## src/rtl/pwm_fade_ctrl_pkg.sv

```systemverilog
// Shared types and address-group constants for the pwm fade sequencer.
package pwm_fade_ctrl_pkg;

  typedef enum logic [1:0] {
    FADE_IDLE,
    FADE_WAIT,
    FADE_CALC,
    FADE_WRITE
  } fade_state_e;

  localparam logic [3:0] FADE_GRP_TARGET   = 4'h0;
  localparam logic [3:0] FADE_GRP_STEP     = 4'h1;
  localparam logic [3:0] FADE_GRP_CUR      = 4'h2;
  localparam logic [3:0] FADE_GRP_INTERVAL = 4'h3;
  localparam logic [3:0] FADE_GRP_CTRL     = 4'h4;
  localparam logic [3:0] FADE_GRP_STATUS   = 4'h5;

  localparam logic [3:0] PWM_GRP_B = 4'h1;

endpackage

```

## src/rtl/pwm_fade_ctrl_step.sv

```systemverilog
// One fade step: moves cur toward target by step (0 counts as 1), never overshooting.
module pwm_fade_step (
  input  logic [31:0] cur,
  input  logic [31:0] target,
  input  logic [15:0] step,
  output logic [31:0] next_duty
);

  logic [31:0] step_eff;

  assign step_eff = (step == 16'h0) ? 32'd1 : {16'h0, step};

  always_comb begin
    next_duty = cur;
    if (target > cur) begin
      next_duty = ((target - cur) <= step_eff) ? target : cur + step_eff;
    end else if (cur > target) begin
      next_duty = ((cur - target) <= step_eff) ? target : cur - step_eff;
    end
  end

endmodule

```

## src/rtl/pwm_fade_ctrl.sv

```systemverilog
// Fade sequencer mastering the pwm compare registers; define PWM_FADE_IRQ_EN
// to get the fade-complete interrupt (irq_o is tied low otherwise).
module pwm_fade_ctrl
  import pwm_fade_ctrl_pkg::*;
#(
  parameter int unsigned CHANNEL  = 4,
  parameter logic [31:0] PWM_BASE = 32'h0
) (
  input  logic        clk_i,
  input  logic        rst_i,
  input  logic [31:0] data_i,
  input  logic [31:0] addr_i,
  input  logic        we_i,
  output logic [31:0] data_o,
  output logic [31:0] pwm_data_o,
  output logic [31:0] pwm_addr_o,
  output logic        pwm_we_o,
  output logic        irq_o
);

  localparam int unsigned IDX_W = (CHANNEL > 1) ? $clog2(CHANNEL) : 1;

  logic [31:0]      target_q [CHANNEL];
  logic [15:0]      step_q   [CHANNEL];
  logic [31:0]      cur_q    [CHANNEL];
  logic [31:0]      interval_q;
  logic             run_q;
  fade_state_e      state_q;
  logic [31:0]      cnt_q;
  logic [IDX_W-1:0] idx_q;

  logic [3:0]       grp;
  logic [3:0]       ch;
  logic             ch_ok;
  logic [IDX_W-1:0] ch_idx;
  logic [CHANNEL-1:0] busy;
  logic             cur_busy;
  logic             last_idx;
  logic [31:0]      next_duty;
  logic             unused_addr;

  assign grp         = addr_i[23:20];
  assign ch          = addr_i[19:16];
  assign ch_ok       = 32'(ch) < CHANNEL;
  assign ch_idx      = ch[IDX_W-1:0];
  assign cur_busy    = cur_q[idx_q] != target_q[idx_q];
  assign last_idx    = idx_q == IDX_W'(CHANNEL - 1);
  assign unused_addr = ^{addr_i[31:24], addr_i[15:0]};

  always_comb begin
    for (int i = 0; i < CHANNEL; i++) begin
      busy[i] = cur_q[i] != target_q[i];
    end
  end

  pwm_fade_step u_step (
    .cur       (cur_q[idx_q]),
    .target    (target_q[idx_q]),
    .step      (step_q[idx_q]),
    .next_duty (next_duty)
  );

  always_comb begin
    data_o = 32'h0;
    case (grp)
      FADE_GRP_TARGET:   if (ch_ok) data_o = target_q[ch_idx];
      FADE_GRP_STEP:     if (ch_ok) data_o = {16'h0, step_q[ch_idx]};
      FADE_GRP_CUR:      if (ch_ok) data_o = cur_q[ch_idx];
      FADE_GRP_INTERVAL: data_o = interval_q;
      FADE_GRP_CTRL:     data_o = {31'h0, run_q};
      FADE_GRP_STATUS: begin
        data_o[CHANNEL-1:0] = busy;
        data_o[31]          = state_q != FADE_IDLE;
      end
      default:           data_o = 32'h0;
    endcase
  end

  // CPU writes come after the FSM so a same-cycle CUR load overrides the fade update.
  always_ff @(posedge clk_i) begin
    if (rst_i) begin
      for (int i = 0; i < CHANNEL; i++) begin
        target_q[i] <= 32'h0;
        step_q[i]   <= 16'h0;
        cur_q[i]    <= 32'h0;
      end
      interval_q <= 32'h0;
      run_q      <= 1'b0;
      state_q    <= FADE_IDLE;
      cnt_q      <= 32'h0;
      idx_q      <= '0;
      pwm_we_o   <= 1'b0;
      pwm_data_o <= 32'h0;
      pwm_addr_o <= PWM_BASE;
    end else begin
      pwm_we_o <= 1'b0;
      case (state_q)
        FADE_IDLE: begin
          if (run_q) begin
            state_q <= FADE_WAIT;
            cnt_q   <= interval_q;
          end
        end
        FADE_WAIT: begin
          if (!run_q) begin
            state_q <= FADE_IDLE;
          end else if (cnt_q == 32'h0) begin
            state_q <= FADE_CALC;
            idx_q   <= '0;
          end else begin
            cnt_q <= cnt_q - 32'd1;
          end
        end
        FADE_CALC: begin
          if (!run_q) begin
            state_q <= FADE_IDLE;
          end else if (cur_busy) begin
            cur_q[idx_q] <= next_duty;
            pwm_we_o     <= 1'b1;
            pwm_data_o   <= next_duty;
            pwm_addr_o   <= PWM_BASE | {8'h00, PWM_GRP_B, 4'(idx_q), 16'h0000};
            state_q      <= FADE_WRITE;
          end else if (last_idx) begin
            state_q <= FADE_WAIT;
            cnt_q   <= interval_q;
          end else begin
            idx_q <= idx_q + 1'b1;
          end
        end
        FADE_WRITE: begin
          if (last_idx) begin
            state_q <= FADE_WAIT;
            cnt_q   <= interval_q;
          end else begin
            idx_q   <= idx_q + 1'b1;
            state_q <= FADE_CALC;
          end
        end
        default: state_q <= FADE_IDLE;
      endcase

      if (we_i) begin
        case (grp)
          FADE_GRP_TARGET:   if (ch_ok) target_q[ch_idx] <= data_i;
          FADE_GRP_STEP:     if (ch_ok) step_q[ch_idx]   <= data_i[15:0];
          FADE_GRP_CUR:      if (ch_ok) cur_q[ch_idx]    <= data_i;
          FADE_GRP_INTERVAL: interval_q <= data_i;
          FADE_GRP_CTRL:     run_q      <= data_i[0];
          default: ;
        endcase
      end
    end
  end

`ifdef PWM_FADE_IRQ_EN
  logic irq_q;
  logic wrote_q;
  logic scan_end;

  // A scan ends on the last channel, either skipped in CALC or after its WRITE.
  assign scan_end = ((state_q == FADE_CALC) && run_q && !cur_busy && last_idx) ||
                    ((state_q == FADE_WRITE) && last_idx);

  always_ff @(posedge clk_i) begin
    if (rst_i) begin
      irq_q   <= 1'b0;
      wrote_q <= 1'b0;
    end else begin
      irq_q <= scan_end && (busy == '0) && wrote_q;
      if (scan_end || ((state_q == FADE_WAIT) && (cnt_q == 32'h0))) begin
        wrote_q <= 1'b0;
      end else if ((state_q == FADE_CALC) && run_q && cur_busy) begin
        wrote_q <= 1'b1;
      end
    end
  end

  assign irq_o = irq_q;
`else
  assign irq_o = 1'b0;
`endif

endmodule

```

## config.mk

```make
export PLATFORM = sky130hd
export DESIGN_NAME = pwm_fade_ctrl
export DESIGN_NICKNAME = d
export VERILOG_FILES = /design/src/rtl/pwm_fade_ctrl_pkg.sv /design/src/rtl/pwm_fade_ctrl_step.sv /design/src/rtl/pwm_fade_ctrl.sv
export SDC_FILE = /design/constraint.sdc
export NUM_CORES = 1
export LEC_CHECK = 0
export CORE_MARGIN = 2
export CORE_UTILIZATION = 55
export DETAILED_ROUTE_END_ITERATION = 10
export PLACE_DENSITY = 0.77
export SLEW_MARGIN = 25
export SYNTH_ARGS = -nofsm -noshare
export SYNTH_HDL_FRONTEND = slang
export SYNTH_HIERARCHICAL = 1
export SYNTH_SLANG_ARGS = --single-unit
export TNS_END_PERCENT = 100
```

## constraint.sdc

```tcl
create_clock -name clk_i -period 18.2 [get_ports clk_i]
set_input_delay 2.73 -clock clk_i [delete_from_list [all_inputs] [get_ports clk_i]]
set_output_delay 2.73 -clock clk_i [all_outputs]
set_load 0.01 [all_outputs]
```

; ---- Word-level counts from Yosys, hierarchy flattened
; Memories as Yosys holds them, arrays and structs flattened. A register that Yosys moved wholly into a read port is not among the register bits.
; Cells that the tools add are included.
[word_totals]
in_bits = 67
regBits = 105
mem_count = 3
mem_bits_rw = 320
output_inout_bits = 98
wordCells = 130
[classes]
reduce_logical = 16
n_mux = 70
order_cmp = 5
n_eq_ne = 22
addsub = 6
[mem_list]
columns = memory, words, width, rd, rd_ports_with_merged_regs, wr, line_no
row1 = cur_q, 4, 32, 6, 1, 4, pwm_fade_ctrl.sv:25  ; logic [31:0] cur_q [CHANNEL];
row2 = target_q, 4, 32, 6, 1, 4, pwm_fade_ctrl.sv:23  ; logic [31:0] target_q [CHANNEL];
row3 = step_q, 4, 16, 2, 1, 4, pwm_fade_ctrl.sv:24  ; logic [15:0] step_q [CHANNEL];
[op_table]
columns = op, count
row1 = 32-bit 2-to-1 mux, 15
row2 = 32-bit != test, 5
row3 = 32-bit case mux with 4 select lines, 1
row4 = 27-bit case mux with 4 select lines, 1
row5 = 32-bit OR reduction, 3
row6 = 32-bit subtractor, 3
row7 = 32-bit > comparator, 2
row8 = 32-bit <= comparator, 2
row9 = 16-bit 2-to-1 mux, 3
row10 = 2-bit 2-to-1 mux, 22
row11 = 32-bit adder, 1
row12 = 32-bit logical NOT, 1
row13 = "32-bit by 1-bit subtractor with 32-bit output, second input constant", 1
row14 = 1-bit 2-to-1 mux, 24
row15 = 4-bit case mux with 6 select lines, 1
row16 = 16-bit logical NOT, 1
row17 = 16-bit OR reduction, 1
row18 = "2-bit != test, second input constant", 6
row19 = 5-bit AND reduction, 2
row20 = "4-bit by 2-bit == test with 1-bit output, second input constant", 2
row21 = "4-bit by 3-bit == test with 1-bit output, second input constant", 2
row22 = 2-bit case mux with 4 select lines, 1
row23 = "2-bit == test, second input constant", 3
row24 = 2-bit case mux with 3 select lines, 1
row25 = other kinds (13), 15

; ---- Longest topological paths before layout
[depth]
ltp_word = 8
ltp_mapped = 30
mapped_depth_nobuf = 24

; ---- By module
; The synthesis kept the hierarchy.
[by_module_without_submodules]
columns = mod, n_inst, area_each_um2, seq_area_each_um2, cells_per_inst
row1 = pwm_fade_ctrl, 1, 23979.2, 11751.3, 2012
row2 = pwm_fade_step, 1, 8104.0, 0.0, 1217

; ---- Least setup slack after synthesis
; OpenSTA, ideal clock, no wires.
[synth_timing]
path_kind = input to output
startpoint = in addr_i[16]
endpoint = out data_o[3]
required_time_ns = 15.470
cell_stages = 7
arrival_time_ns = 4.958
path_buffers = 3
slack_ns = 10.512
path_cell_list = clkbuf_1 clkbuf_1 buf_1 mux4_2 a22o_1 a221oi_1 o21ai_0
[synth_between]
elab_chain_len = 3
elab_cells_between_ends = 8
cone_classes = order compare (1) / mux (4) / memory (3)
[synth_lines]
columns = item, line_no
row1 = start: declaration, pwm_fade_ctrl.sv:12  ; input logic [31:0] addr_i,
row2 = 4-bit by 3-bit less-than comparator with 1-bit output (tied with other cells), pwm_fade_ctrl.sv:44  ; assign ch_ok = 32'(ch) < CHANNEL;
row3 = 32-bit 2-to-1 mux (tied with other cells), pwm_fade_ctrl.sv:68  ; FADE_GRP_CUR: if (ch_ok) data_o = cur_q[ch_idx];
row4 = 4-bit case mux with 6 select lines (*), pwm_fade_ctrl.sv:65  ; case (grp)
row5 = end: declaration, pwm_fade_ctrl.sv:14  ; output logic [31:0] data_o,
; Mark *: on every way between the ends. The rest lies on a longest branch, timed or not.

; ---- Final worst setup path
[layout_timing]
startpoint = in addr_i[23]
endpoint = out data_o[16]
[layout_between]
elab_chain_len = 2
elab_cells_between_ends = 5
cone_classes = eq/ne (3) / mux (1) / reduce/logical (1)
[layout_lines]
columns = item, line_no
row1 = 4-bit by 2-bit == test with 1-bit output (tied with other cells), pwm_fade_ctrl.sv:65
row2 = 27-bit case mux with 4 select lines (*), pwm_fade_ctrl.sv:65
; Marks and branches as above.

==> out/results.ini <==
[drt]
drt_iter0_markers = 4089
drt-wirelength-per-cell_um = 29.81
via_per_inst = 7.141
first_pass_iters = 6
drc = 0
antenna_left = 0
routed_wl_mm = 118.5
via_count = 28399

[yosys]
yosysTopAreaCell = edfxtp_1
synth.cell_area_um2 = 32080
synthTopCellsByArea = edfxtp_1 30%, mux4_2 11%, dfxtp_1 6.7%
avgSynthCellArea_um2 = 9.936
ys_async_sr_fraction_pct = 0
synth_edf_count = 320
synth_common_cells = 320 x edfxtp_1, 313 x nand2_1, 259 x nor2_1, 248 x a21oi_1, 169 x clkbuf_1
yosysMostFrequentCell = edfxtp_1
netlist_instances = 3229
ys_types = 103
yosysTopAreaCellShare_pct = 29.95
yosysSeqAreaShare_pct = 36.63
yosysWarnings = 6
synthFlopType = edfxtp_1
synth-seq-cells = 427

[run_status]
status = finished, final reports clean

[place]
io_buffer_count = 110
placed_cells = 3907
gp_congestion = 0.9879
dpl.hpwl_mm = 84.80

[cts]
cts_root_buf = clkbuf_16
clk_path_buf_depth = 3
clk_pin_slew_worst_paths_ns = 0.06
numCtsBuffers = 38
cts_tree = built
htree_levels = 2
clock_sinks = 427
post_cts_buffers = 0
insertion_delay_ns = 0.57
cts_resized = 0
cts_hold_buffers = 0

[pwr]
vdd_drop_max_mv = 0.1237
leakagePower_uw = 0.01303
power_density_nw_per_um2 = 70.94

[sta]
finalSetupViolations = 0
final_hold_viol_count = 0
clock_skew_ns = 0.03174
worstMarginPinSlew_ns = 1.156
relSlewSlack_pct = 22.92
drv_slew = 0
period_needed_ns = 8.925
fin_tns_setup_ns = 0
fmaxAchievable_ghz = 0.1120
grt_setup_unrepaired = false
finalCritPeriodShare_pct = 49.04

[final_layout]
final_util_pct = 60.02
nFillCells = 4783
finalNonFillerCells = 3977
finalNetCount = 3381
area_growth_pct = 7.940
num_antenna_cells = 0
final_layout_size_suffix_gt1_share_pct = 10.96

[setup_path]
crit_path_end_kind = output pin
critPathRequiredTime_ns = 15.47
startpoint_type = input pin
path_max_fanout = 34
criticalPathCategory = in -> out
crit_arrival_ns = 6.19

[die]
initial_core_util_pct = 55.61
die_w_um = 245.5
row_count = 88
pin_count = 165
die_h_um = 245.5
core_area_um2 = 57700
die_area_um2 = 60280

[run]
drv_cap = 0

[global_route]
grt_pass1_vias = 27387
grt_overflow = 0
grt_max_degree = 78
grt.total_usage_pct = 38.39
grt_pass1_wl_mm = 172.8
antenna_found_initial = 1

[min_path]
hold_path.class = reg -> reg

## stage by stage
stage / setup slack (ns) / hold slack [ns] / cell area [µm²] / power [µW]
after CTS: 9.324 / 0.4800 / 34620 / 2428
final: 9.275 / 0.4858 / 34630 / 2457
after global placement: 9.342 / 0.4534 / 33380 / 1617
after floorplan: 10.51 / 0.4489 / 32190 / 1451
after global routing: 9.101 / 0.4995 / 34630 / 2509
after detailed placement: 9.337 / 0.4701 / 33390 / 1629
## registers in the layout (all words and copies together), names as in the netlist, named ones only
signal	flops
cur_q	128
target_q	128
step_q	64
cnt_q	32
interval_q	32
pwm_data_o	32
pwm_addr_o	3
idx_q	2
state_q	2
pwm_we_o	1
run_q	1
## placed cells by master, fill, tap and decap left out, types with 54 or more instances in the layout
master | synthesis | layout
inv_1 | 147 | 147
mux4_2 | 160 | 160
o21ai_0 | 88 | 85
mux2i_1 | 65 | 65
a21oi_1 | 248 | 248
buf_4 | 41 | 54
ha_1 | 128 | 128
nor2_1 | 259 | 255
edfxtp_1 | 320 | 320
a22o_1 | 99 | 99
xor2_1 | 153 | 153
nand2_1 | 313 | 312
xnor2_1 | 89 | 89
and3_1 | 77 | 77
clkdlybuf4s50_1 | 0 | 107
dfxtp_1 | 107 | 105
## worst max-delay path, stage by stage
cell and delay, ns:
clkdlybuf4s50_1 0.46, or2_1 0.39, or3_1 0.47, nor3b_4 0.21, buf_4 0.59, a22oi_1 0.43
a21oi_1 0.31, clkdlybuf4s50_1 0.58
## layer usage
metal	part of all wire [%]	routed length (µm)	global-route usage (%)	vias to the layer above
met5	0.011	13	0	-
met4	7.7	9153	24.87	2
met3	14	16680	9.713	545
met2	45	52930	59.87	2358
met1	34	39770	47.45	13606
li1	-	-	-	11888
## cell families (layout without fill, tap and decap cells)
| logic type | Yosys count | in the layout | synth area share [%] |
|---|---|---|---|
| AO/OA/AOI/OAI | 788 | 788 | 17.20 |
| adder cells (fa/ha/maj) | 132 | 132 | 5.241 |
| other | 1 | 30 | 0.01169 |
| multiplexers | 228 | 228 | 13.36 |
| AND/OR/NAND/NOR | 986 | 986 | 14.99 |
| buffers and inverters | 425 | 379 | 5.959 |
| flip-flops | 427 | 427 | 36.63 |
| XOR/XNOR | 242 | 242 | 6.606 |
## power breakdown
group          internal (µW)  switching, µW  leakage (µW)
clock network            452            368      0.000588
logic                    173            355       0.00843
registers               1080           31.1       0.00401
## path summary, 6_finish.rpt
kind	slack (ns)	startpoint	cells past startpoint	endpoint
setup / recovery	9.28	addr_i[23]	8	data_o[16]
hold reg to reg	0.49	interval_q[16]	2	interval_q[16]
hold / removal	0.49	interval_q[16]	2	interval_q[16]
setup reg to reg	9.75	flip-flop	23	cur_q[3][12]
## final cells by class
class | count | area, µm² | share of cell area (%)
clock buffer | 55 | 1100 | 3.176
clock inverter | 15 | 133.9 | 0.3866
inverter | 148 | 555.5 | 1.604
multi-input combinational | 2406 | 18650 | 53.85
sequential | 427 | 11760 | 33.95
tap | 765 | 957.2 | 2.764
timing repair buffer | 161 | 1476 | 4.263
No activity file was read; power rests on OpenSTA's default activity.
